--- src/rtl/addsub_arb_pkg.sv ---
// Shared types and constants for the AddSub8 round-robin arbiter.
package addsub_arb_pkg;

  typedef enum logic [1:0] {
    ST_IDLE = 2'd0,
    ST_EXEC = 2'd1,
    ST_RESP = 2'd2
  } state_t;

  localparam logic [7:0] SAT_POS = 8'h7F;
  localparam logic [7:0] SAT_NEG = 8'h80;

  // Saturation target chosen by the sign of operand a.
  function automatic logic [7:0] sat_value(input logic a_msb);
    return a_msb ? SAT_NEG : SAT_POS;
  endfunction

endpackage

--- src/rtl/AddSub8.sv ---
// Shared 8-bit two's-complement adder/subtractor with signed overflow flag.
module AddSub8 (
  input  logic [7:0] a,
  input  logic [7:0] b,
  input  logic       Sub,
  output logic [7:0] s,
  output logic       ovfl
);

  // Modular sum/difference; overflow when the signed result is not representable.
  always_comb begin
    s    = Sub ? (a - b) : (a + b);
    ovfl = Sub ? ((a[7] ^ b[7]) & (s[7] ^ a[7]))
               : (~(a[7] ^ b[7]) & (s[7] ^ a[7]));
  end

endmodule

--- src/rtl/rr_pick.sv ---
// Combinational round-robin picker: first asserted request at or above ptr, wrapping.
module rr_pick #(
  parameter int N_REQ = 4,
  parameter int ID_W  = 2
) (
  input  logic [N_REQ-1:0] req,
  input  logic [ID_W-1:0]  ptr,
  output logic [N_REQ-1:0] gnt,
  output logic [ID_W-1:0]  gnt_id
);

  logic        found;
  int unsigned cand;

  // Scan upward from ptr modulo N_REQ so unused id codes are never produced.
  always_comb begin
    gnt    = '0;
    gnt_id = '0;
    found  = 1'b0;
    cand   = 0;
    for (int unsigned off = 0; off < N_REQ; off++) begin
      cand = (32'(ptr) + off) % 32'(N_REQ);
      if (!found && req[ID_W'(cand)]) begin
        found               = 1'b1;
        gnt[ID_W'(cand)]    = 1'b1;
        gnt_id              = ID_W'(cand);
      end
    end
  end

endmodule

--- src/rtl/addsub_arbiter.sv ---
// Round-robin arbiter sharing one AddSub8 among N_REQ requesters.
// Optional macro ADDSUB_ARB_SAT_EN: saturate rsp_result on signed overflow.
module addsub_arbiter
  import addsub_arb_pkg::*;
#(
  parameter int N_REQ = 4,
  parameter int ID_W  = 2
) (
  input  logic                 clk,
  input  logic                 rst,
  input  logic [N_REQ-1:0]     req_valid,
  output logic [N_REQ-1:0]     req_ready,
  input  logic [8*N_REQ-1:0]   req_a,
  input  logic [8*N_REQ-1:0]   req_b,
  input  logic [N_REQ-1:0]     req_sub,
  output logic                 rsp_valid,
  input  logic                 rsp_ready,
  output logic [ID_W-1:0]      rsp_id,
  output logic [7:0]           rsp_result,
  output logic                 rsp_ovfl
);

  state_t            state, state_nxt;
  logic [ID_W-1:0]   rr_ptr;
  logic [7:0]        op_a, op_b;
  logic              op_sub;
  logic [ID_W-1:0]   op_id;
  logic [N_REQ-1:0]  gnt;
  logic [ID_W-1:0]   gnt_id;
  logic              accept;
  logic [7:0]        sum;
  logic              ovfl;

  rr_pick #(
    .N_REQ (N_REQ),
    .ID_W  (ID_W)
  ) u_pick (
    .req    (req_valid),
    .ptr    (rr_ptr),
    .gnt    (gnt),
    .gnt_id (gnt_id)
  );

  AddSub8 u_addsub (
    .a    (op_a),
    .b    (op_b),
    .Sub  (op_sub),
    .s    (sum),
    .ovfl (ovfl)
  );

  assign accept = |(req_valid & req_ready);

  // State register.
  always_ff @(posedge clk) begin
    if (rst) state <= ST_IDLE;
    else     state <= state_nxt;
  end

  // Next-state and handshake outputs; grants are suppressed while reset is high.
  always_comb begin
    state_nxt = state;
    req_ready = '0;
    rsp_valid = 1'b0;
    case (state)
      ST_IDLE: begin
        if (!rst) req_ready = gnt;
        if (|(req_valid & gnt)) state_nxt = ST_EXEC;
      end
      ST_EXEC: state_nxt = ST_RESP;
      ST_RESP: begin
        rsp_valid = 1'b1;
        if (rsp_ready) state_nxt = ST_IDLE;
      end
      default: state_nxt = ST_IDLE;
    endcase
  end

  // Operand capture, result registration and round-robin pointer update.
  always_ff @(posedge clk) begin
    if (rst) begin
      rr_ptr     <= '0;
      op_a       <= '0;
      op_b       <= '0;
      op_sub     <= 1'b0;
      op_id      <= '0;
      rsp_id     <= '0;
      rsp_result <= '0;
      rsp_ovfl   <= 1'b0;
    end else begin
      case (state)
        ST_IDLE: begin
          if (accept) begin
            op_a   <= req_a[{gnt_id, 3'b000} +: 8];
            op_b   <= req_b[{gnt_id, 3'b000} +: 8];
            op_sub <= req_sub[gnt_id];
            op_id  <= gnt_id;
          end
        end
        ST_EXEC: begin
`ifdef ADDSUB_ARB_SAT_EN
          rsp_result <= ovfl ? sat_value(op_a[7]) : sum;
`else
          rsp_result <= sum;
`endif
          rsp_ovfl   <= ovfl;
          rsp_id     <= op_id;
        end
        ST_RESP: begin
          if (rsp_ready) begin
            if (op_id == ID_W'(N_REQ - 1)) rr_ptr <= '0;
            else                           rr_ptr <= op_id + 1'b1;
          end
        end
        default: ;
      endcase
    end
  end

endmodule

--- config.mk ---
export PLATFORM = sky130hd
export DESIGN_NAME = addsub_arbiter
export DESIGN_NICKNAME = d
export VERILOG_FILES = /design/src/rtl/addsub_arb_pkg.sv /design/src/rtl/AddSub8.sv /design/src/rtl/rr_pick.sv /design/src/rtl/addsub_arbiter.sv
export SDC_FILE = /design/constraint.sdc
export NUM_CORES = 1
export LEC_CHECK = 0
export CORE_ASPECT_RATIO = 1.5
export CORE_MARGIN = 2
export CORE_UTILIZATION = 51
export CTS_CLUSTER_DIAMETER = 50
export CTS_CLUSTER_SIZE = 28
export DETAILED_ROUTE_END_ITERATION = 6
export GPL_TIMING_DRIVEN = 1
export PLACE_DENSITY_LB_ADDON = 0.1
export SYNTH_ARGS = -nofsm -noshare
export SYNTH_HDL_FRONTEND = slang
export SYNTH_HIERARCHICAL = 1
export SYNTH_SLANG_ARGS = --single-unit
export TNS_END_PERCENT = 1
--- constraint.sdc ---
create_clock -name clk -period 7.2 [get_ports clk]
set_input_delay 1.8 -clock clk [delete_from_list [all_inputs] [get_ports clk]]
set_output_delay 1.8 -clock clk [all_outputs]
set_load 0.1 [all_outputs]
# [After elaboration in Yosys (flattened, before gate mapping)]
# Index checks and enable logic that the tools add are counted.
[classes] addsub=6 magnitude_cmp=9 eq_ne=5 shifts=2 mux=38 n_bitwise=10 n_reduce_logical=16
[op_table] op="32-bit by 6-bit indexed part select with 8-bit output" n=2
[op_table] op="4-bit 2-to-1 mux" n=6
[op_table] op="2-bit by 3-bit less-than comparator with 1-bit output, second input constant" n=5
[op_table] op="1-bit 2-to-1 mux" n=14
[op_table] op="2-bit 2-to-1 mux" n=7
[op_table] op="4-bit OR" n=3
[op_table] op="1-bit binary-select mux with 2-bit select" n=5
[op_table] op="8-bit adder" n=1
[op_table] op="4-bit bitwise AND" n=2
[op_table] op="1-bit demux with 2-bit select" n=4
[op_table] op="2-bit by 1-bit greater-or-equal comparator with 1-bit output, second input constant" n=4
[op_table] op="8-bit 2-to-1 mux" n=1
[op_table] op="4-bit OR reduction" n=2
[op_table] op="8-bit subtractor" n=1
[op_table] op="1-bit logical AND" n=7
[op_table] op="2-bit case mux with 3 select lines" n=1
[op_table] op="2-bit AND reduction" n=3
[op_table] op="2-bit by 1-bit adder with 2-bit output, second input constant" n=2
[op_table] op="2-bit adder, second input constant" n=2
[op_table] op="2-bit == test, second input constant" n=2
[op_table] op="2-bit != test, second input constant" n=2
[op_table] op="1-bit zero test" n=3
[op_table] op="1-bit bitwise AND" n=2
[op_table] op="2-bit by 1-bit == test with 1-bit output, second input constant" n=1
[op_table] op="other kinds (3)" n=4
[totals] ff_bits=34 input_bits=75 output_inout_bits=16 word_cells=95

# [Logic depth before layout (Yosys ltp)]
# Gate-level depths: netlist of the first run.
[depth] depth_word=17 ltp_mapped=13 ltp_nobuf=12

# [By module]
# The synthesis of the first run kept the hierarchy.
[modules_own_cells] mod="addsub_arbiter" instances=1 cells_per_inst=193 area_each_um2=1911.8
[modules_own_cells] mod="AddSub8" instances=1 cells_per_inst=62 area_each_um2=462.9
[modules_own_cells] mod="rr_pick" instances=1 cells_per_inst=48 area_each_um2=439.2

# [Worst setup path after synthesis of the first run]
# Ideal clock, no wire load.
[synth_timing] path_kind="input to output" from="input port req_valid[1]" to="output port req_ready[3]" arrival_ps=3586 t_required_ps=5400 setup_slack_ps=1814 path_stages=5 path_buffers=0 cell_sequence="mux4_2 -> nand2b_4 -> nor3_4 -> o2bb2ai_1 -> and2_1"
[synth_between] elab_chain_cells=14
[synth_lines] element="start: declaration" line_no="addsub_arbiter.sv:11" source="input logic [N_REQ-1:0] req_valid,"
[synth_lines] element="1-bit binary-select mux with 2-bit select" line_no="rr_pick.sv:23" source="if (!found && req[ID_W'(cand)]) begin"
[synth_lines] element="1-bit 2-to-1 mux (implied by the code)" line_no="rr_pick.sv:23"
[synth_lines] element="1-bit 2-to-1 mux" line_no="rr_pick.sv:23"
[synth_lines] element="1-bit zero test" line_no="rr_pick.sv:23"
[synth_lines] element="1-bit logical AND" line_no="rr_pick.sv:23"
[synth_lines] element="1-bit 2-to-1 mux" line_no="rr_pick.sv:23"
[synth_lines] element="1-bit zero test" line_no="rr_pick.sv:23"
[synth_lines] element="1-bit logical AND" line_no="rr_pick.sv:23"
[synth_lines] element="1-bit 2-to-1 mux" line_no="rr_pick.sv:23"
[synth_lines] element="1-bit zero test" line_no="rr_pick.sv:23"
[synth_lines] element="1-bit logical AND" line_no="rr_pick.sv:23"
[synth_lines] element="4-bit 2-to-1 mux *" line_no="rr_pick.sv:23"
[synth_lines] element="net gnt[3]" line_no="addsub_arbiter.sv:28" source="logic [N_REQ-1:0] gnt;"
[synth_lines] element="4-bit 2-to-1 mux *" line_no="addsub_arbiter.sv:67" source="if (!rst) req_ready = gnt;"
[synth_lines] element="4-bit 2-to-1 mux *" line_no="addsub_arbiter.sv:65" source="case (state)"
[synth_lines] element="end: declaration" line_no="addsub_arbiter.sv:12" source="output logic [N_REQ-1:0] req_ready,"
# Mark *: on every way through the listed nets, which the timed path passes. The rest lies on a longest branch. The select of a mux whose other input is x is not followed.

# [Worst setup path in the final report of the first run]
[layout_timing] from="input port req_valid[3]" to="output port req_ready[0]"
# The elaborated chain is that of the path after synthesis.

==> results of run 1 <==
[registers in the layout, summed over array words and instances, names as in the netlist, 2 cells and up]
register and cells:
op_a 8, rsp_result 8, op_id 2, op_b 8, state 2, rsp_id 2
rr_ptr 2
[layout make-up]
| class | count | area, µm² | share of cell area |
|---|---|---|---|
| inverters | 13 | 48.8 | 0.0128 |
| clock buffers | 8 | 110 | 0.0288 |
| flip-flops and latches | 34 | 681 | 0.178 |
| multi-input cells | 237 | 1990 | 0.520 |
| repair buffers | 92 | 906 | 0.237 |
| well taps | 70 | 87.6 | 0.0229 |
[stage by stage]
stage	hold WS [ns]	util	total power, W
after floorplan	0.444	-	0.000815
after global routing	0.480	0.706	0.00121
after detailed placement	0.446	0.686	0.000973
after CTS	0.455	0.706	0.00114
after global placement	0.442	0.686	0.000957
final	0.452	0.706	0.00113
[power by group through the flow]
stage / registers, W / logic, W / clock network, W
2_1_floorplan: 0.000380 / 0.000434 / 0
3_3_place_gp: 0.000279 / 0.000678 / 0
3_5_place_dp: 0.000281 / 0.000692 / 0
4_1_cts: 0.000276 / 0.000693 / 0.000169
5_1_grt: 0.000283 / 0.000749 / 0.000175
6_report: 0.000276 / 0.000687 / 0.000165
[critical path, stage by stage]
cell and delay [ns]:
clkdlybuf4s50_1 0.54, mux4_2 0.67, nor3_4 0.33, o2bb2ai_1 0.17, and2_1 0.15, buf_4 0.28
[worst max-delay path by stage]
| stage | startpoint | end | slack [ns] | depth (start not counted) |
|---|---|---|---|---|
| floorplan | req_valid[1] | req_ready[3] | 1.81 | 5 |
| global placement | req_valid[3] | req_ready[1] | 1.50 | 7 |
| detailed placement | req_valid[3] | req_ready[1] | 1.46 | 6 |
| CTS | req_valid[3] | req_ready[0] | 1.45 | 6 |
| global route | req_valid[3] | req_ready[1] | 1.33 | 7 |
| finish | req_valid[3] | req_ready[0] | 1.45 | 6 |
[placed cells by master, fill, tap and decap left out, types with 6 or more instances in the layout]
| master | netlist | routed |
|---|---|---|
| buf_4 | 0 | 6 |
| clkdlybuf4s50_1 | 0 | 86 |
| nor2b_1 | 9 | 9 |
| a211o_1 | 17 | 17 |
| dfxtp_1 | 34 | 34 |
| nor3_1 | 19 | 18 |
| ha_1 | 14 | 14 |
| xnor2_1 | 11 | 11 |
| mux4_2 | 13 | 13 |
| inv_1 | 12 | 12 |
| mux4_1 | 8 | 8 |
| a21oi_1 | 20 | 20 |
| nor2_1 | 25 | 25 |
| clkbuf_8 | 0 | 8 |
| nand2b_1 | 21 | 21 |
| nand2_1 | 30 | 30 |
[layer usage]
metal | vias up | track usage | share of wire
met5 | - | 0 | 0
met4 | 0 | 0.0833 | 0.0095
met3 | 7 | 0.0310 | 0.038
met2 | 82 | 0.450 | 0.58
met1 | 1216 | 0.272 | 0.38
li1 | 1261 | - | -
[logic make-up (layout without fill, tap and decap cells)]
group                      count (synthesis)  after routing  share of synthesized area
AOI/OAI and AO/OA                         62             62                      0.162
xor gates and xnor gates                  14             14                     0.0436
adders and majority gates                 15             15                     0.0694
buffers and inverters                     32            113                     0.0614
DFF                                       34             34                      0.242
muxes                                     28             28                      0.205
and+or+nand+nor                          118            118                      0.217
==> metrics.yaml, run 1 <==
run_status:
  status: "completed"
drt:
  wl_um: 6760
  routed-via-count: 2566
  vias_per_cell: 5.65
  routedWlPerCell_um: 14.9
  drt_iter0_drc: 169
  antenna_left: 0
  dr.pass1.iters: 5
  drc: 0
final_layout:
  drive_above_1_share: 0.109
  postLayoutCellArea_um2: 3820
  layout.nets: 473
  n_fill_cell: 449
  area_delta_synth_final_pct: 35.7
  diodes: 0
  finalNonFillerCells: 454
timing:
  fin_crit_sh: 0.799
  max_freq_mhz: 174
  drv_slew: 0
  tightest_slew_ns: 1.18
  fin_tns_setup_ns: 0
  fin_ws_ns: 1.45
  post-route-min-period_ns: 5.75
  clock-skew-final_ns: 0.00229
  finalHoldViolCount: 0
  setup_viol: 0
  rsz0062_at_grt: "false"
  maxSlewHeadroom: 0.214
place:
  placed_area_um2: 3710
  pre_cts_ws_ns: 1.46
  port_buffers: 90
  hpwl_um: 5180
  dp_cells: 446
  place_congestion: 0.852
yosys:
  avgSynthCellArea_um2: 9.29
  yosys_warnings: 6
  ys_types: 47
  ys_ff_latch: 34
  synthTopCellsByCount: "dfxtp_1 (34), nand2_1 (30), nor2_1 (25)"
  syn-num-nets: 393
  async_flop_share: 0
  synth.area.top_cells: "dfxtp_1 (24%), mux4_2 (10%), mux4_1 (7.5%)"
  ys_seq_area_frac: 0.242
  netlist.top_cell.by_area: "dfxtp_1"
  synth_enable_flop_cells: 0
  synth_flop_cell: "dfxtp_1"
  post-synth-top-count-cell: "dfxtp_1"
  synth_area_um2: 2810
  synth_top_area_frac: 0.242
  syn_inst: 303
critical_path:
  path_max_fanout: 12
  timing.rr.start: "rr_ptr[0]"
  required_ns: 5.40
  r2r-end: "op_b[1]"
  reg2reg_slack_ns: 3.32
  r2r_cells: 7
  worst_setup_path_start_kind: "input pin"
  worstSetupPathType: "input pin to output pin"
  cp.arrival_ns: 3.95
  endpoint_kind: "output pin"
clock_tree:
  cts.clk_slew.worst_paths_ns: 0.07
  postCtsSetupBuffers: 0
  cts-root-buf: "clkbuf_8"
  clk_latency_ns: 0.28
  cts-htree-levels: 2
  cts_buffers: 5
  cts_hold_buf: 0
  clockBufferDepth: 2
  cts_resized: 0
  clock_sinks: 34
  cts_tree: "done"
run:
  cap_violations: 0
power:
  power.share.combinational: 0.609
  clock_power_share: 0.147
  powerDensity_nw_per_um2: 295
  p_switching_w: 0.000504
  power_leakage_nw: 1.53
  internal_power_w: 0.000624
  seq_power_share: 0.244
  p_sw_frac: 0.447
  ir_drop_mv: 0.148
floorplanning:
  initial_utilization: 0.520
  io_pins: 91
  row_count: 33
  dieArea_um2: 6140
  core-area_um2: 5410
  dieHeight_um: 95.0
  die_w_um: 64.7
min_path:
  holdCritPathClass: "flop to flop"
  hold_path_depth: 2
  min-delay-start: "rsp_result[2]"
  hold_end: "rsp_result[2]"
global_route:
  grt_antenna_before_repair: 0
  grt_pass1_wl_um: 11500
  grt_pass1_vias: 2586
  grt_usage: 0.238
  grt_max_degree: 35
  gr-total-overflow: 0
Note: power is estimated with default switching activity, not from simulation.
==> run 2: changes to the inputs <==
CORE_UTILIZATION = 47   (was 51)
clock period = 5.45 ns   (was 7.2 ns; I/O delays follow)
==> run 2 against run 1 <==
Critical endpoint is now req_ready[2]. Setup slack got worse by 0.87 ns. Largest cell class unchanged. Largest power group unchanged. Critical path depth up 1. Flip-flop and latch count stayed put. Utilization fell by 3.7 points. Final area increased by 1.3%. Register-to-register slack got worse by 1.6 ns. Total power up 31%. Final cell count is 1.1% higher. Clock power grew 15%.
==> metrics.yaml, run 2 (same netlist as run 1, synthesis figures left out) <==
min_path:
  min-delay-start: "rsp_result[7]"  # was rsp_result[2]
  hold_path_depth: 2  # unchanged
  hold_end: "rsp_result[7]"  # was rsp_result[2]
  holdCritPathClass: "flop to flop"  # unchanged
final_layout:
  postLayoutCellArea_um2: 3870  # was 3820 µm²
  layout_common_cells: "clkdlybuf4s50_1 (86), dfxtp_1 (34), nand2_1 (30)"  # unchanged
  layout_commonest_cell: "clkdlybuf4s50_1"  # unchanged
  drive_above_1_share: 0.111  # was 0.109
  top_regs: "op_a x8, op_b x8, rsp_result x8"  # unchanged
  layout.nets: 476  # was 473
  diodes: 0  # unchanged
  area_delta_synth_final_pct: 37.5  # was 35.7%
timing:
  max_freq_mhz: 205
  drv_slew: 0  # unchanged
  maxSlewHeadroom: 0.355  # was 0.214
  fin_tns_setup_ns: 0  # unchanged
  fin_crit_sh: 0.893
  tightest_slew_ns: 0.965  # was 1.18 ns
  rsz0062_at_grt: "false"  # unchanged
  finalHoldViolCount: 0  # unchanged
  setup_viol: 0  # unchanged
  clock-skew-final_ns: 0.00380  # was 0.00229 ns
  fin_ws_ns: 0.582  # was 1.45 ns
  whs_ns: 0.455  # was 0.452 ns
  post-route-min-period_ns: 4.87
clock_tree:
  cts_buffers: 5  # unchanged
  cts-root-buf: "clkbuf_8"  # unchanged
  clockBufferDepth: 2  # unchanged
  clk_latency_ns: 0.28  # about the same
  cts_tree: "done"  # unchanged
  clock_sinks: 34  # unchanged
  cts.clk_slew.worst_paths_ns: 0.07  # about the same
  cts_resized: 0  # unchanged
  cts-htree-levels: 2  # unchanged
  postCtsSetupBuffers: 0  # unchanged
  cts_hold_buf: 0  # unchanged
drt:
  vias_per_cell: 5.63  # was 5.65
  drc: 0  # unchanged
  routed-via-count: 2582  # was 2566
  highest_layer: "met4"  # unchanged
  wl_um: 6530  # was 6760 µm
  m1WireLength_um: 2390  # was 2540 µm
  routedWlPerCell_um: 14.2  # was 14.9 µm
  antenna_left: 0  # unchanged
  dr.pass1.iters: 4  # was 5
  met2_length_um: 3690  # was 3900 µm
  dr_wl_met3_um: 251  # was 260 µm
  drt_iter0_drc: 117  # was 169
place:
  pre_cts_ws_ns: 0.567  # was 1.46 ns
  port_buffers: 90  # unchanged
  place_congestion: 0.838  # was 0.852
  hpwl_um: 5220  # was 5180 µm
  placed_area_um2: 3780  # was 3710 µm²
run:
  cap_violations: 0  # unchanged
critical_path:
  path_max_fanout: 9  # was 12
  timing.rr.start: "rr_ptr[0]"  # unchanged
  cp.arrival_ns: 3.51  # was 3.95 ns
  r2r_cells: 9  # was 7
  worstSetupPathType: "input pin to output pin"  # unchanged
  required_ns: 4.09  # was 5.40 ns
  reg2reg_slack_ns: 1.76  # was 3.32 ns
  r2r-end: "op_a[6]"  # was op_b[1]
  endpoint_kind: "output pin"  # unchanged
  worst_setup_path_start_kind: "input pin"  # unchanged
run_status:
  status: "completed"  # unchanged
global_route:
  grt_max_degree: 34  # was 35
  grt_usage: 0.221  # was 0.238
  grt_antenna_before_repair: 0  # unchanged
  grt_pass1_vias: 2668  # was 2586
  gr-total-overflow: 0  # unchanged
  grt_pass1_wl_um: 11600  # was 11500 µm
power:
  power_leakage_nw: 1.55  # was 1.53 nW
  powerDensity_nw_per_um2: 381  # was 295 nW/µm²
  ir_drop_mv: 0.183  # was 0.148 mV
floorplanning:
  initial_utilization: 0.486  # was 0.520
  dieHeight_um: 98.8  # was 95.0 µm
  row_count: 34  # was 33
  core-area_um2: 5790  # was 5410 µm²
  die_w_um: 67.2  # was 64.7 µm
  io_pins: 91  # unchanged
  dieArea_um2: 6630  # was 6140 µm²
run 2: critical path, stage by stage:
cell and delay, ns:
clkdlybuf4s50_1 0.54, mux4_2 0.65, nor2b_4 0.23, a221oi_1 0.11
o2bb2ai_1 0.22, and2_1 0.21, buf_12 0.18
run 2: metrics by stage:
stage / std cells / power (W) / utilization
6_report: 459 / 0.00147 / 0.669
5_1_grt: 459 / 0.00158 / 0.669
4_1_cts: 459 / 0.00148 / 0.669
3_5_place_dp: 451 / 0.00129 / 0.653
3_3_place_gp: 451 / 0.00127 / 0.653
2_1_floorplan: 303 / 0.00108 / -
run 2: report_power, final:
group	internal, W	leakage [nW]	total (W)	switching [W]
clock	0.000102	0.0482	0.000189	0.0000868
combinational	0.000398	1.22	0.000920	0.000522
sequential	0.000308	0.279	0.000365	0.0000563
total	0.000808	1.55	0.00147	0.000665
run 2: worst max path at each step:
stage,endpoint,from,slack (ns),depth (start not counted)
6_report,req_ready[2],req_valid[3],0.58,7
3_5_place_dp,req_ready[2],req_valid[3],0.57,7
5_1_grt,req_ready[2],req_valid[3],0.44,7
3_3_place_gp,req_ready[2],req_valid[3],0.63,7
2_1_floorplan,req_ready[3],req_valid[1],0.94,5
4_1_cts,req_ready[2],req_valid[3],0.57,7
run 2: cell type report:
class                           instances  area (µm²)
Tap cell                               72        90.1
Sequential cell                        34         681
Clock inverter                          1        5.00
Inverter                               13        48.8
Clock buffer                            7        86.3
Fill cell                             511        1920
Timing Repair Buffer                   95         978
Multi-Input combinational cell        237        1980
run 2: per-layer routing:
layer / vias up / global-route usage
li1: 1271 / -
met1: 1209 / 0.236
met2: 82 / 0.412
met3: 20 / 0.0320
met4: 0 / 0.0942
met5: - / 0
==> run 3: changes to the inputs <==
ABC_AREA = 1   (was default)
CAP_MARGIN = 20   (was default)
CORE_UTILIZATION = 48   (was 47)
==> run 3 against run 2 <==
Largest power group unchanged. Worst hold slack better by 0.029 ns. Total power is 18% lower. Clock-buffer cell count stayed put. Setup slack better by 0.37 ns. Fmax is 8.1% higher. Final cell count is 44% higher. Critical endpoint is now req_ready[0]. Synthesized cell count is 66% higher.
==> metrics.yaml, run 3 <==
floorplanning:
  die_w_um: 68.7  # was 67.2 µm
  initial_utilization: 0.495  # was 0.486
  dieArea_um2: 6940  # was 6630 µm²
  row_count: 35  # was 34
  core-area_um2: 6090  # was 5790 µm²
  dieHeight_um: 101  # was 98.8 µm
  io_pins: 91  # unchanged
critical_path:
  r2r-end: "op_b[0]"  # was op_a[6]
  path_max_fanout: 9  # unchanged
  r2r_cells: 17  # was 9
  slowest_delay_ns: 0.47  # was 0.65 ns
  worst_setup_path_start_kind: "input pin"  # unchanged
  cp-endpoint: "req_ready[0]"  # was req_ready[2]
  crit_path_top_delay_cell: "clkdlybuf4s50_1"  # was mux4_2
  reg2reg_slack_ns: 2.17  # was 1.76 ns
  timing.rr.start: "rr_ptr[0]"  # unchanged
  worstSetupStartpoint: "req_valid[3]"  # unchanged
  endpoint_kind: "output pin"  # unchanged
  path_cells: "clkdlybuf4s50_1 -> inv_1 -> nand2_1 -> nand3_4 -> nand2_4 -> nor2_8 -> nand3_1 -> nand3_1 -> inv_1 -> nor2_1 -> buf_4"  # was clkdlybuf4s50_1 -> mux4_2 -> nor2b_4 -> a221oi_1 -> o2bb2ai_1 -> and2_1 -> buf_12
  required_ns: 4.09  # about the same
  cp.arrival_ns: 3.14  # was 3.51 ns
  worstSetupPathType: "input pin to output pin"  # unchanged
yosys:
  synth_area_um2: 3010  # was 2810 µm²
  avgSynthCellArea_um2: 5.98  # was 9.29 µm²
  ys_seq_area_frac: 0.226  # was 0.242
  ys_types: 36  # was 47
  post-synth-top-count-cell: "nand2_1"  # was dfxtp_1
  synth_flop_cell: "dfxtp_1"  # unchanged
  ys_ff_latch: 34  # unchanged
  async_flop_share: 0  # unchanged
  yosys_warnings: 6  # unchanged
  syn_inst: 504  # was 303
  syn-num-nets: 594  # was 393
  synth_enable_flop_cells: 0  # unchanged
  netlist.top_cell.by_area: "dfxtp_1"  # unchanged
  synthTopCellsByCount: "nand2_1 (147), nor2_1 (95), inv_1 (46)"  # was dfxtp_1 (34), nand2_1 (30), nor2_1 (25)
  synth_top_area_frac: 0.226  # was 0.242
  synth.area.top_cells: "dfxtp_1 (23%), nand2_1 (18%), nor2_1 (12%)"  # was dfxtp_1 (24%), mux4_2 (10%), mux4_1 (7.5%)
drt:
  vias_per_cell: 4.81  # was 5.63
  drc: 0  # unchanged
  drt_iter0_drc: 103  # was 117
  wl_um: 7730  # was 6530 µm
  antenna_left: 0  # unchanged
  routed-via-count: 3170  # was 2582
  dr.pass1.iters: 4  # unchanged
  routedWlPerCell_um: 11.7  # was 14.2 µm
timing:
  finalHoldViolCount: 0  # unchanged
  fin_tns_setup_ns: 0  # unchanged
  clock-skew-final_ns: 0.00312  # was 0.00380 ns
  maxSlewHeadroom: 0.348  # was 0.355
  rsz0062_at_grt: "false"  # unchanged
  post-route-min-period_ns: 4.50  # was 4.87 ns
  fin_crit_sh: 0.826  # was 0.893
  max_freq_mhz: 222  # was 205 MHz
  tightest_slew_ns: 0.974  # was 0.965 ns
  drv_slew: 0  # unchanged
  setup_viol: 0  # unchanged
global_route:
  grt_antenna_before_repair: 0  # unchanged
  gr-total-overflow: 0  # unchanged
  grt_usage: 0.232  # was 0.221
  grt_pass1_wl_um: 12700  # was 11600 µm
  grt_max_degree: 36  # was 34
  grt_pass1_vias: 3064  # was 2668
clock_tree:
  cts-htree-levels: 2  # unchanged
  clock_sinks: 34  # unchanged
  cts-root-buf: "clkbuf_8"  # unchanged
  cts.clk_slew.worst_paths_ns: 0.06  # was 0.07 ns
  cts_hold_buf: 0  # unchanged
  clk_latency_ns: 0.28  # about the same
  cts_resized: 0  # unchanged
  clockBufferDepth: 2  # unchanged
  postCtsSetupBuffers: 0  # unchanged
  cts_buffers: 5  # unchanged
  cts_tree: "done"  # unchanged
place:
  placed_area_um2: 3870  # was 3780 µm²
  port_buffers: 90  # unchanged
  dp_cells: 651  # was 451
  place_congestion: 0.918  # was 0.838
  hpwl_um: 6010  # was 5220 µm
run_status:
  status: "completed"  # unchanged
final_layout:
  area_delta_synth_final_pct: 31.6  # was 37.5%
  top_regs: "op_a x8, op_b x8, rsp_result x8"  # unchanged
  finalNonFillerCells: 659  # was 459
  diodes: 0  # unchanged
  drive_above_1_share: 0.0889  # was 0.111
  final_util: 0.651  # was 0.669
  postLayoutCellArea_um2: 3970  # was 3870 µm²
  layout.nets: 674  # was 476
  layout_commonest_cell: "nand2_1"  # was clkdlybuf4s50_1
  layout_common_cells: "nand2_1 (147), nor2_1 (94), clkdlybuf4s50_1 (86)"  # was clkdlybuf4s50_1 (86), dfxtp_1 (34), nand2_1 (30)
power:
  ir_drop_mv: 0.123  # was 0.183 mV
  powerDensity_nw_per_um2: 304  # was 381 nW/µm²
  power_leakage_nw: 1.89  # was 1.55 nW
min_path:
  min-delay-start: "rsp_result[6]"  # was rsp_result[7]
  holdCritPathClass: "flop to flop"  # unchanged
run:
  cap_violations: 0  # unchanged
==> run 3: cell count changes in the layout (fill, tap and decap cells not counted), moves of 9 or more <==
cell / previous run / this run
nand2_1: 30 / 147
nor2_1: 25 / 94
o21ai_0: 1 / 39
inv_1: 12 / 46
nand3_1: 1 / 30
nand2b_1: 21 / 0
a211o_1: 17 / 0
nor3_1: 18 / 1
mux4_2: 13 / 0
nand2_2: 0 / 12
nor2b_1: 9 / 0
o21ai_1: 1 / 10
==> run 3: logic make-up (layout without fill, tap and decap cells) <==
family	Yosys count	after routing	synth area share
buf+inv	73	154	0.117
compound gates	71	71	0.127
flops	34	34	0.226
fa+ha+maj	15	15	0.0648
xor+xnor	11	11	0.0345
simple gates	300	300	0.431
==> run 3: final cells by class <==
type / instances / area (µm²)
clock buffers: 7 / 86.3
clock inverters: 1 / 5.00
fillers: 579 / 2120
inverters: 53 / 204
multi-input cells: 397 / 1980
flip-flops and latches: 34 / 681
well taps: 74 / 92.6
repair buffers: 93 / 913
==> run 3: worst max-delay path, delay by kind of cell <==
| family | cells | cell delay [ns] |
|---|---|---|
| and+or+nand+nor | 7 | 0.85 |
| buffers and inverters | 4 | 0.92 |
==> run 3: layer usage <==
metal,part of all wire,wire length (µm),GRT usage
met3,0.043,330,0.0358
met4,0.029,223,0.0980
met5,0,0,0
met2,0.52,4000,0.416
met1,0.41,3170,0.262
==> run 3: through the flow <==
stage,setup WS (ns),total power (W),hold WS [ns]
floorplan,0.765,0.000863,0.477
global placement,1.04,0.00100,0.461
detailed placement,0.976,0.00102,0.470
CTS,0.975,0.00121,0.486
global route,0.811,0.00131,0.508
finish,0.947,0.00120,0.484
==> run 3: power by group <==
group / leakage, nW / total [W] / switching, W / internal [W]
Combinational: 1.56 / 0.000703 / 0.000444 / 0.000259
Sequential: 0.279 / 0.000311 / 0.0000295 / 0.000282
Clock: 0.0482 / 0.000189 / 0.0000874 / 0.000102
==> run 3: how the worst min path moves through the flow <==
stage                    endpoint  slack [ns]  depth (start not counted)
detailed placement  rsp_result[2]        0.47                          2
finish              rsp_result[6]        0.48                          2
global route            rsp_id[1]        0.51                          2
global placement        rsp_id[1]        0.46                          2
floorplan                op_id[1]        0.48                          2
CTS                 rsp_result[2]        0.49                          2
